### config.mk
export PLATFORM = sky130hd
export DESIGN_NAME = rx_uart_cfg_flat
export DESIGN_NICKNAME = d
export VERILOG_FILES = /design/src/rtl/uart_pkg.sv /design/src/rtl/rx_uart_cfg_if.sv /design/src/rtl/sync_edge.sv /design/src/rtl/rx_uart_cfg.sv /design/src/flat_wrapper.sv
export SDC_FILE = /design/constraint.sdc
export NUM_CORES = 1
export LEC_CHECK = 0
export ABC_AREA = 1
export CAP_MARGIN = 25
export CORE_ASPECT_RATIO = 0.9
export CORE_MARGIN = 2
export CORE_UTILIZATION = 51
export CTS_CLUSTER_DIAMETER = 100
export CTS_CLUSTER_SIZE = 25
export DETAILED_ROUTE_END_ITERATION = 7
export PLACE_DENSITY = 0.83
export SLEW_MARGIN = 20
export SYNTH_ARGS = -nofsm -noshare
export SYNTH_HDL_FRONTEND = slang
export SYNTH_SLANG_ARGS = --single-unit
export TNS_END_PERCENT = 1
### constraint.sdc
create_clock -name i_clock -period 1.4 [get_ports i_clock]
set_input_delay 0.14 -clock i_clock [delete_from_list [all_inputs] [get_ports i_clock]]
set_output_delay 0.14 -clock i_clock [all_outputs]
set_load 0.02 [all_outputs]
### src/rtl/uart_pkg.sv
// Shared UART definitions: FSM state encoding, parity modes and the bit-vote helper.
// The transmitter imports this package too, so keep it free of receiver-only items.
package uart_pkg;

    typedef enum logic [2:0] {
        IDLE,
        START,
        DATA,
        PARITY,
        STOP1,
        STOP2
    } uart_state_t;

    localparam logic [1:0] PAR_NONE = 2'd0;
    localparam logic [1:0] PAR_EVEN = 2'd1;
    localparam logic [1:0] PAR_ODD  = 2'd2;

    function automatic logic majority3(input logic a, input logic b, input logic c);
        return (a & b) | (a & c) | (b & c);
    endfunction

endpackage

### src/rtl/rx_uart_cfg_if.sv
// Line, tick, configuration and result bundle of the configurable UART receiver.
interface rx_uart_cfg_if #(parameter int DATA_BITS = 8);

    logic                 i_rx;
    logic                 i_s_tick;
    logic [1:0]           i_parity_mode;
    logic                 i_two_stop;
    logic [DATA_BITS-1:0] o_data;
    logic                 o_valid;
    logic                 o_parity_err;
    logic                 o_frame_err;
    logic                 o_break;
    logic                 o_busy;

    modport slave (
        input  i_rx, i_s_tick, i_parity_mode, i_two_stop,
        output o_data, o_valid, o_parity_err, o_frame_err, o_break, o_busy
    );

    modport master (
        output i_rx, i_s_tick, i_parity_mode, i_two_stop,
        input  o_data, o_valid, o_parity_err, o_frame_err, o_break, o_busy
    );

endinterface

### src/rtl/sync_edge.sv
// Synchroniser for the asynchronous rx line plus a falling-edge detector on the clean copy.
module sync_edge #(
    parameter int SYNC_STAGES = 2
) (
    input  logic clk,
    input  logic rst,
    input  logic din,
    output logic rx_s,
    output logic fall_pulse
);

    logic [SYNC_STAGES-1:0] chain;
    logic                   prev;

    // Reset to 1 so an idle line never looks like a start bit coming out of reset.
    always_ff @(posedge clk or posedge rst) begin
        if (rst) begin
            chain <= '1;
            prev  <= 1'b1;
        end else begin
            chain <= {chain[SYNC_STAGES-2:0], din};
            prev  <= chain[SYNC_STAGES-1];
        end
    end

    assign rx_s       = chain[SYNC_STAGES-1];
    assign fall_pulse = prev & ~rx_s;

endmodule

### src/rtl/rx_uart_cfg.sv
// Configurable UART receiver. IDLE: wait for edge | START: verify start centre |
// DATA: payload bits | PARITY: optional parity bit | STOP1/STOP2: stop bit checks.
module rx_uart_cfg
    import uart_pkg::*;
#(
    parameter int DATA_BITS   = 8,
    parameter int TICKS       = 16,
    parameter int SYNC_STAGES = 2
) (
    input  logic          i_clock,
    input  logic          i_reset,
    rx_uart_cfg_if.slave  bus
);

    localparam int TW = $clog2(TICKS);
    localparam int BW = $clog2(DATA_BITS);

    uart_state_t          state;
    logic [TW-1:0]        tick_cnt;
    logic [BW-1:0]        bit_cnt;
    logic [DATA_BITS-1:0] shreg;
    logic                 samp0, samp1;
    logic [1:0]           par_mode;
    logic                 two_stop;
    logic                 perr, ferr, par_low, stop1_low;
    logic                 rx_s, fall_pulse;

    logic bit_end, bit_val, par_en, finishing, ferr_n, stop1_low_n, break_n;

    sync_edge #(.SYNC_STAGES(SYNC_STAGES)) u_sync (
        .clk        (i_clock),
        .rst        (i_reset),
        .din        (bus.i_rx),
        .rx_s       (rx_s),
        .fall_pulse (fall_pulse)
    );

    assign bit_end     = bus.i_s_tick && (tick_cnt == TW'(TICKS-1));
    assign bit_val     = majority3(samp0, samp1, rx_s);
    assign par_en      = (par_mode == PAR_EVEN) || (par_mode == PAR_ODD);
    assign finishing   = bit_end && ((state == STOP2) || (state == STOP1 && !two_stop));
    // Frame status as it will stand once the current (final) stop bit is folded in.
    assign ferr_n      = ((state == STOP2) ? ferr : 1'b0) | ~bit_val;
    assign stop1_low_n = (state == STOP1) ? ~bit_val : stop1_low;
    assign break_n     = (shreg == '0) && (!par_en || par_low) && stop1_low_n;

    always_ff @(posedge i_clock or posedge i_reset) begin
        if (i_reset) begin
            state            <= IDLE;
            tick_cnt         <= '0;
            bit_cnt          <= '0;
            shreg            <= '0;
            samp0            <= 1'b0;
            samp1            <= 1'b0;
            par_mode         <= PAR_NONE;
            two_stop         <= 1'b0;
            perr             <= 1'b0;
            ferr             <= 1'b0;
            par_low          <= 1'b0;
            stop1_low        <= 1'b0;
            bus.o_data       <= '0;
            bus.o_valid      <= 1'b0;
            bus.o_parity_err <= 1'b0;
            bus.o_frame_err  <= 1'b0;
            bus.o_break      <= 1'b0;
            bus.o_busy       <= 1'b0;
        end else begin
            bus.o_valid <= 1'b0;
            case (state)
                IDLE: begin
                    if (fall_pulse) begin
                        state      <= START;
                        bus.o_busy <= 1'b1;
                        tick_cnt   <= '0;
                        par_mode   <= bus.i_parity_mode;
                        two_stop   <= bus.i_two_stop;
                        perr       <= 1'b0;
                        ferr       <= 1'b0;
                        par_low    <= 1'b0;
                        stop1_low  <= 1'b0;
                    end
                end
                START: begin
                    if (bus.i_s_tick) begin
                        if (tick_cnt == TW'(TICKS/2-1)) begin
                            tick_cnt <= '0;
                            bit_cnt  <= '0;
                            if (rx_s) begin
                                state      <= IDLE;
                                bus.o_busy <= 1'b0;
                            end else begin
                                state <= DATA;
                            end
                        end else begin
                            tick_cnt <= tick_cnt + TW'(1);
                        end
                    end
                end
                default: begin
                    if (bus.i_s_tick) begin
                        if (tick_cnt == TW'(TICKS-3)) samp0 <= rx_s;
                        if (tick_cnt == TW'(TICKS-2)) samp1 <= rx_s;
                        if (bit_end) begin
                            tick_cnt <= '0;
                            case (state)
                                DATA: begin
                                    shreg   <= {bit_val, shreg[DATA_BITS-1:1]};
                                    bit_cnt <= bit_cnt + BW'(1);
                                    if (bit_cnt == BW'(DATA_BITS-1))
                                        state <= par_en ? PARITY : STOP1;
                                end
                                PARITY: begin
                                    perr    <= bit_val ^ (^shreg) ^ (par_mode == PAR_ODD);
                                    par_low <= ~bit_val;
                                    state   <= STOP1;
                                end
                                STOP1: begin
                                    ferr      <= ~bit_val;
                                    stop1_low <= ~bit_val;
                                    if (two_stop) state <= STOP2;
                                end
                                default: ;
                            endcase
                        end else begin
                            tick_cnt <= tick_cnt + TW'(1);
                        end
                    end
                end
            endcase

            if (finishing) begin
                state            <= IDLE;
                bus.o_busy       <= 1'b0;
                bus.o_valid      <= 1'b1;
                bus.o_data       <= shreg;
                bus.o_parity_err <= perr;
                bus.o_frame_err  <= ferr_n;
                bus.o_break      <= break_n;
            end
        end
    end

endmodule
### src/flat_wrapper.sv
// flat-port wrapper written by rule: the top's interface ports become plain ports
module rx_uart_cfg_flat import uart_pkg::*;
#(
    parameter int DATA_BITS   = 8,
    parameter int TICKS       = 16,
    parameter int SYNC_STAGES = 2
)
  (i_clock, i_reset, bus_i_rx, bus_i_s_tick, bus_i_parity_mode, bus_i_two_stop, bus_o_data, bus_o_valid, bus_o_parity_err, bus_o_frame_err, bus_o_break, bus_o_busy);
  rx_uart_cfg_if #(.DATA_BITS(DATA_BITS)) bus_i ();
  input  logic i_clock;
  input  logic i_reset;
  input wire logic [$bits(bus_i.i_rx)-1:0] bus_i_rx;
  input wire logic [$bits(bus_i.i_s_tick)-1:0] bus_i_s_tick;
  input wire logic [$bits(bus_i.i_parity_mode)-1:0] bus_i_parity_mode;
  input wire logic [$bits(bus_i.i_two_stop)-1:0] bus_i_two_stop;
  output wire logic [$bits(bus_i.o_data)-1:0] bus_o_data;
  output wire logic [$bits(bus_i.o_valid)-1:0] bus_o_valid;
  output wire logic [$bits(bus_i.o_parity_err)-1:0] bus_o_parity_err;
  output wire logic [$bits(bus_i.o_frame_err)-1:0] bus_o_frame_err;
  output wire logic [$bits(bus_i.o_break)-1:0] bus_o_break;
  output wire logic [$bits(bus_i.o_busy)-1:0] bus_o_busy;
  assign bus_i.i_rx = bus_i_rx;
  assign bus_i.i_s_tick = bus_i_s_tick;
  assign bus_i.i_parity_mode = bus_i_parity_mode;
  assign bus_i.i_two_stop = bus_i_two_stop;
  assign bus_o_data = bus_i.o_data;
  assign bus_o_valid = bus_i.o_valid;
  assign bus_o_parity_err = bus_i.o_parity_err;
  assign bus_o_frame_err = bus_i.o_frame_err;
  assign bus_o_break = bus_i.o_break;
  assign bus_o_busy = bus_i.o_busy;
  rx_uart_cfg #(.DATA_BITS(DATA_BITS), .TICKS(TICKS), .SYNC_STAGES(SYNC_STAGES)) u_core (.i_clock(i_clock), .i_reset(i_reset), .bus(bus_i));
endmodule
==> metrics.md, run 1 <==
| Metric | Value |
|---|---|
| Initial antenna violation count | 0 |
| Compound-gate portion of the synthesized area | 9.27% |
| WP buf/inv | 2 |
| Routed WL | 5460 um |
| Largest net degree at the start of global routing | 44 |
| Switching power | between 1.5 and 2 mW |
| Largest family of logic cells by synthesized area | simple AND/OR/NAND/NOR gates |
| Max cap viols | 0 |
| Global Route Usage Sum | 19.8% |
| Synthesized flop and latch total | 43 |
| Number of I/O pins | 20 |
| Dpl cells | 351 |
| CP endpoint kind | flop |
| Highest Signal Layer | met4 |
| Global-route wire length before repair | 7500 um |
| WL met1 | 2350 um |
| DR iter-0 viols | approximately 160 |
| Leading cell types by count after synthesis | nand2_1 (85), dfrtp_1 (40), inv_1 (28), o21ai_0 (28) |
| Sink Count | between 40 and 50 |
| CP max stage cell | dfrtp_1 |
| Avg Cell Area, Syn | 8.27 sq um |
| Pint | 2.79 mW |
| Async S/R FF share, synth | between 90% and 100% |
| Synth cell types | 27 |
| Clock root buffer | clkbuf_8 |
| Area share of the largest cell type after synthesis | 45.0% |
| DR vias | 2,019 |
| Seq/Total Area, Yosys | 48.5% |
| Max Buffers Root-to-Sink | 2 |
| RSZ-0062 raised after global routing | true |
| Synth Cell Area | 0.00223 sq mm |
| Initial DRT Pass Iterations | 6 |
| Worst EP arrival | 1740 ps |
| Total grt overflow | 0 |
| Min Tclk post-route | 1500 ps |
| CTS tree | yes |
| Synth warnings | 0 |
| Worst clock skew | 11.2 ps |
| Worst Setup Path Type | reg2reg |
| Syn_nets | 286 |
| Simple-Gate Fraction of Synth Area | roughly 28% |
| Site Rows | 22 |
| Starting density of the core | 53.9% |
| Worst setup SP type | flop |
| DR WL met3 | 309 um |
| Final antenna-violating net count | 0 |
| VDD IR max | 1100 uV |
| Comb pwr share | between 40% and 50% |
| Ys flop type | dfrtp_1 |
| Final Non-Filler Cells | 369 |
| Critical Path RT | roughly 1600 ps |
| Gate Count Post-Synth | 269 |
| Adder-Cell Fraction of Synth Area | 5.62% |
| Slew @ Worst Pin | 365 ps |
| Fmax | 667 MHz |
| Final setup margin | -98.4 ps |
| Rel. slew slack | about three quarters |
| P_leak | 1.68 nW |
| Number of remaining DRC errors | 0 |
| Final Max Tran Viols | 0 |
| Count leader, synth | nand2_1 |
| Area leader, netlist | dfrtp_1 |
| Setup violators final | 28 |
| TritonCTS buffer count | 5 |
| H-tree Lvls | 2 |
| Synth area leaders | dfrtp_1 (45%), nand2_1 (14%), o21ai_0 (6.3%), ha_1 (5.6%), inv_1 (4.7%) |
| Met2 WL | 2670 um |
| Worst hold path class | in2async |
| Die height | 66.7 um |
| CP top delay family | simple AND/OR/NAND/NOR gates |
| Die area | 0.00491 sq mm |
| Die Wd | 73.6 um |
| Average routed wire per standard cell | around 15 um |
| Reg power frac | a little over a third |
| Vias in the first global route | 1,769 |
| Outcome | finished, violations left |
| Nets | 337 |
| Post-DP HPWL | 3230 um |
| Clock Latency Late Sink | just under 300 ps |
| Via density | 5.47 |
| Clock Power Share | 18.5% |
| Slowest stage delay, CP | 400 ps |
| Hold WS | 196 ps |
| Failing checks | negative setup slack |
| Layout cells sized above 1 | 29.6% |
| Area Overhead vs Synth | 37.0% |
| Gpl congestion | 0.826 |
| Diodes inserted | 0 |
| Period utilization | 107% |
| Core Footprint | slightly above 0.004 sq mm |
| Sw frac | 40.4% |
| Crit Path Max Fanout | 4 |
| Reg clk slew, reported paths | 80 ps |
| Mux cell area share after synthesis | 0.506% |
| PortBufs | 19 |
| Number of synthesized flops with an enable pin | 0 |
| Count of final hold-check violations | 0 |
| CP Cell Sequence | ha_4, nand2_4, nor2_4, buf_12, buf_6, nand4_1, nand3b_1, nand2_1 |
| Power per cell area | 1540 mW/mm^2 |
| Xor/xnor share of the synthesized area | less than 1% |
==> power groups by stage <==
| stage | sequential [mW] | combinational (mW) | clock, mW |
|---|---|---|---|
| after floorplan | 1.62 | 1.20 | 0 |
| final | 1.66 | 2.16 | 0.866 |
| after global routing | 1.68 | 2.38 | 0.920 |
| after CTS | 1.64 | 1.80 | 0.881 |
| after detailed placement | 1.66 | 1.78 | 0 |
| after global placement | 1.65 | 1.72 | 0 |
==> cell usage in the layout (no fill, tap or decap), types with 9 or more instances in the layout <==
master / instances
o21ai_1: 9
nand2_1: 71
nand2_2: 14
nor2_1: 14
dfrtp_1: 37
inv_1: 23
dlymetal6s2s_1: 10
buf_4: 19
o21ai_0: 17
nand3_1: 15
==> stage by stage <==
step                TNS (ps)  power (mW)  utilization, %  setup WS [ps]  instance area (sq um)
floorplan                  0        2.82               -           21.4                   2230
global placement        -810        3.37            63.4          -86.5                   2620
detailed placement     -1350        3.44            63.4          -86.0                   2620
CTS                    -25.4        4.32            66.3          -17.6                   2740
global route           -3220        4.98            73.8           -213                   3050
finish                 -1170        4.69            73.8          -98.4                   3050
==> sequential cells by signal (all words and copies together) (netlist names), 2 cells and up <==
name and cells:
u_core.bus.o_data 8, u_core.shreg 8, u_core.tick_cnt 4, u_core.bit_cnt 3
u_core.state 3, u_core.par_mode 2, u_core.u_sync.chain 2
==> tightest hold or removal path: cells and delay by family <==
kind	cells	cell delay [ps]
buffers and inverters	3	720
==> logic make-up (layout without fill, tap and decap cells) <==
| family | after synthesis | after routing |
|---|---|---|
| simple gates | 136 | 136 |
| mux | 1 | 1 |
| fa+ha+maj | 10 | 10 |
| flops | 43 | 43 |
| buf+inv | 36 | 88 |
| compound gates | 41 | 41 |
| xor+xnor | 2 | 2 |
==> layer usage <==
metal / up-vias / track usage (%)
met4: 0 / 7.73
met1: 940 / 25.9
met3: 27 / 3.63
li1: 959 / -
met2: 93 / 32.5
met5: - / 0
==> what timing repair did <==
item                                    4_1_cts  5_1_grt
pin swaps                                     0       11
hold buffers                                  0        0
endpoints found under the setup margin       16       42
setup buffers                                 0        6
gates resized for setup                       7       62
gates cloned                                  0        4
==> cell type report <==
class | count | area, sq um
tap | 48 | 60.1
fill | 277 | 1080
clock inverter | 1 | 7.51
multi-input combinational | 190 | 1130
sequential | 43 | 1080
clock buffer | 7 | 96.3
timing repair buffer | 48 | 544
inverter | 32 | 123
==> worst paths after layout <==
check                                                 startpoint                          endpoint  slack (ps)  cells after the start
worst max-delay path              u_core.tick_cnt[1]$_DFFE_PP0P_           u_core.perr$_DFFE_PP0P_        -100                      8
worst min-delay path                                     i_reset    u_core.par_mode[1]$_DFFE_PP0P_         200                      3
worst max register to register    u_core.tick_cnt[1]$_DFFE_PP0P_           u_core.perr$_DFFE_PP0P_        -100                      8
worst min register to register  u_core.u_sync.chain[0]$_DFF_PP1_  u_core.u_sync.chain[1]$_DFF_PP1_         360                      0
max in group asynchronous                                i_reset      u_core.u_sync.prev$_DFF_PP1_         950                      3
min in group i_clock                                    bus_i_rx  u_core.u_sync.chain[0]$_DFF_PP1_         250                      1
(Power assumes the default switching activity.)
==> run 2, diff against run 1 <==
Settings changed: CAP_MARGIN 25 to 20.
==> results of run 2 <==
No change in the layout: final DEF, timing and power equal those of run 1.
==> run 3, diff against run 2 <==
Settings changed: SYNTH_HIERARCHICAL set to 1.
==> run 3 against run 2 <==
  * The run still ends with negative setup slack left
  * Hold slack improved by 16 ps
  * Highest routed layer unchanged
  * Clock power decreased by 11%
  * Register-to-register slack improved by 70 ps
  * Global-route usage rose by 3.0 points
  * Largest cell class unchanged
  * Critical path depth is the same
  * Worst setup slack improved by 69 ps
==> metrics.md, run 3 <==
| Metric | Value |
|---|---|
| Largest regs | u_core/bus.o_data x8, u_core/shreg x8, u_core/tick_cnt x4 |
| Die area | between 0.004 and 0.005 sq mm |
| Initial DRT Pass Iterations | 5 |
| FILL cells | 291 |
| Vias in the first global route | 1,983 |
| Worst EP arrival | 1620 ps |
| Sink Count | 43 |
| Area Overhead vs Synth | 36.9% |
| Pint | 2.67 mW |
| Crit Path Max Fanout | 4 |
| Worst hold path class | in2async |
| Area leader, netlist | dfrtp_1 |
| Number of synthesized flops with an enable pin | 0 |
| RSZ-0062 raised after global routing | true |
| Area share of the largest cell type after synthesis | 46.3% |
| PortBufs | 19 |
| Die Wd | between 70 and 80 um |
| CP max stage cell | dfrtp_1 |
| Max Buffers Root-to-Sink | 2 |
| Final antenna-violating net count | 0 |
| Min Tclk post-route | roughly 1400 ps |
| Initial antenna violation count | 0 |
| Largest net degree at the start of global routing | 41 |
| Hold WS | around 210 ps |
| Nets | ~350 |
| CP Cell Sequence | ha_2, nand2_4, nor2_4, inv_4, nor3_4, nor2_1, nand2_1, nand2_1 |
| CTS tree | yes |
| Commonest non-fill, non-tap cell in the layout | nand2_1 |
| Sw frac | 39.8% |
| Fmax | 699 MHz |
| Power per cell area | between 1000 and 1500 mW/mm^2 |
| Setup violators final | 5 |
| Ys flop type | dfrtp_1 |
| Seq/Total Area, Yosys | 50.0% |
| Slew @ Worst Pin | 265 ps |
| Register Area | 0.00108 sq mm |
| Worst setup SP type | flop |
| CP dominant cell by count | nand2_1 |
| CP endpoint kind | flop |
| VDD IR max | around 880 uV |
| CTS Hold Buffers Added | 0 |
| Synthesized flop and latch total | 43 |
| Failing checks | negative setup slack |
| Area of the multi-input gates | 0.00112 sq mm |
| Switching power | 1.77 mW |
| H-tree Lvls | 2 |
| Synth area leaders | dfrtp_1 (46%), nand2_1 (18%), o21ai_0 (6.0%), inv_1 (5.9%), ha_1 (5.8%) |
| Slowest stage delay, CP | 360 ps |
| Global-route wire length before repair | 8450 um |
| Post-DP HPWL | ~3400 um |
| WP buf/inv | 1 |
| Pre-CTS setup slack | -127 ps |
| Clock Power Share | between 15 and 20% |
| Average routed wire per standard cell | 13.5 um |
| Commonest non-fill, non-tap cells in the layout | nand2_1 (91), dfrtp_1 (38), buf_4 (28) |
| Comb pwr share | 48.0% |
| Diodes inserted | 0 |
| Final Max Tran Viols | 0 |
| Leading cell types by count after synthesis | nand2_1 (102), dfrtp_1 (40), inv_1 (34), o21ai_0 (26), nand3_1 (21) |
| Critical Path RT | 1590 ps |
| DR vias | 2,059 |
| Site Rows | 22 |
| Reg power frac | around a third |
| Worst clock skew | between 6 and 7 ps |
| Async S/R FF share, synth | between 90% and 100% |
| Reg2reg start | u_core/tick_cnt[1]$_DFFE_PP0P_ |
| Synth warnings | 6 |
| Reg clk slew, reported paths | 80 ps |
| CP top delay family | simple AND/OR/NAND/NOR gates |
| Reg2reg setup slack | -30 ps |
| DR iter-0 viols | around 220 |
| Starting density of the core | 53.0% |
| RR Endpoint | u_core/par_low$_DFFE_PP0P_ |
| Count leader, synth | nand2_1 |
| Number of remaining DRC errors | 0 |
| Final setup margin | -29.7 ps |
| Core Footprint | 0.00407 sq mm |
| Clock root buffer | clkbuf_8 |
| Routed WL | 5130 um |
| Max cap viols | 0 |
| Global Route Usage Sum | 22.8% |
| TritonCTS buffer count | 5 |
| Worst Setup Path Type | reg2reg |
| Syn_nets | 294 |
| Number of I/O pins | 20 |
| R2R depth | 8 |
| Rel. slew slack | 82.1% |
| Synth cell types | 21 |
| Layout cells sized above 1 | 29.1% |
| Die height | 65.8 um |
| Synth Cell Area | 0.00216 sq mm |
| P_leak | between 1.5 and 2 nW |
| Via density | between 5 and 6 |
| Total grt overflow | 0 |
| Clock Latency Late Sink | 300 ps |
| Outcome | finished, violations left |
| Period utilization | 102% |
| Gate Count Post-Synth | 277 |
| Count of final hold-check violations | 0 |
| Avg Cell Area, Syn | 7.80 sq um |
| Gpl congestion | 0.937 |
## run 3: power by group through the flow
stage / sequential, mW / combinational, mW / clock, mW
5_1_grt: 1.55 / 2.34 / 0.843
3_3_place_gp: 1.52 / 1.67 / 0
2_1_floorplan: 1.53 / 0.957 / 0
3_5_place_dp: 1.53 / 1.72 / 0
6_report: 1.53 / 2.13 / 0.775
4_1_cts: 1.52 / 1.84 / 0.794
## run 3: what timing repair did
action / 4_1_cts / 5_1_grt
buffers inserted: 1 / 2
endpoints found under the setup margin: 34 / 44
resized for setup: 27 / 51
endpoints found under the hold margin: 0 / 0
pin swaps: 0 / 10
## run 3: final cells by class
class	count	share of cell area, %
Multi-Input combinational cell	196	38.0
Sequential cell	43	36.6
Timing Repair Buffer	52	16.1
Inverter	34	4.40
Clock buffer	6	2.45
Tap cell	48	2.03
Clock inverter	2	0.423
## run 3: per-stage QoR
stage	total power [mW]	TNS (ps)	area (sq um)	util, %	cells
after floorplan	2.49	0	2160	-	277
after global placement	3.19	-1170	2630	64.5	370
after detailed placement	3.25	-2080	2630	64.5	370
after CTS	4.15	0	2800	68.7	379
after global routing	4.73	-1390	2960	72.6	381
final	4.44	-99.1	2960	72.6	381
## run 3: worst max path at each step
| stage | from | end | slack, ps | depth (start not counted) |
|---|---|---|---|---|
| floorplan | u_core/tick_cnt[0]$_DFFE_PP0P_ | u_core/perr$_DFFE_PP0P_ | 10 | 8 |
| global placement | bus_i_s_tick | u_core/state[1]$_DFFE_PP0P_ | -100 | 8 |
| detailed placement | bus_i_s_tick | u_core/state[0]$_DFFE_PP0P_ | -130 | 8 |
| CTS | u_core/tick_cnt[0]$_DFFE_PP0P_ | u_core/perr$_DFFE_PP0P_ | 0.03 | 8 |
| global route | u_core/state[1]$_DFFE_PP0P_ | u_core/state[1]$_DFFE_PP0P_ | -110 | 9 |
| finish | u_core/tick_cnt[1]$_DFFE_PP0P_ | u_core/par_low$_DFFE_PP0P_ | -30 | 8 |
## run 3: logic make-up after synthesis
group	share of synthesized area [%]
simple gates	28.2
xor+xnor	0.811
fa+ha+maj	5.79
flops	50.0
buf+inv	6.83
compound gates	8.40
## run 3: metal layers
layer  vias up  part of all wire [%]  GRT usage (%)
met3        12                   7.3           6.29
met5         -                     0              0
met4         0                   1.9           9.49
li1        979                     -              -
met1       971                    43           28.7
met2        97                    48           36.9
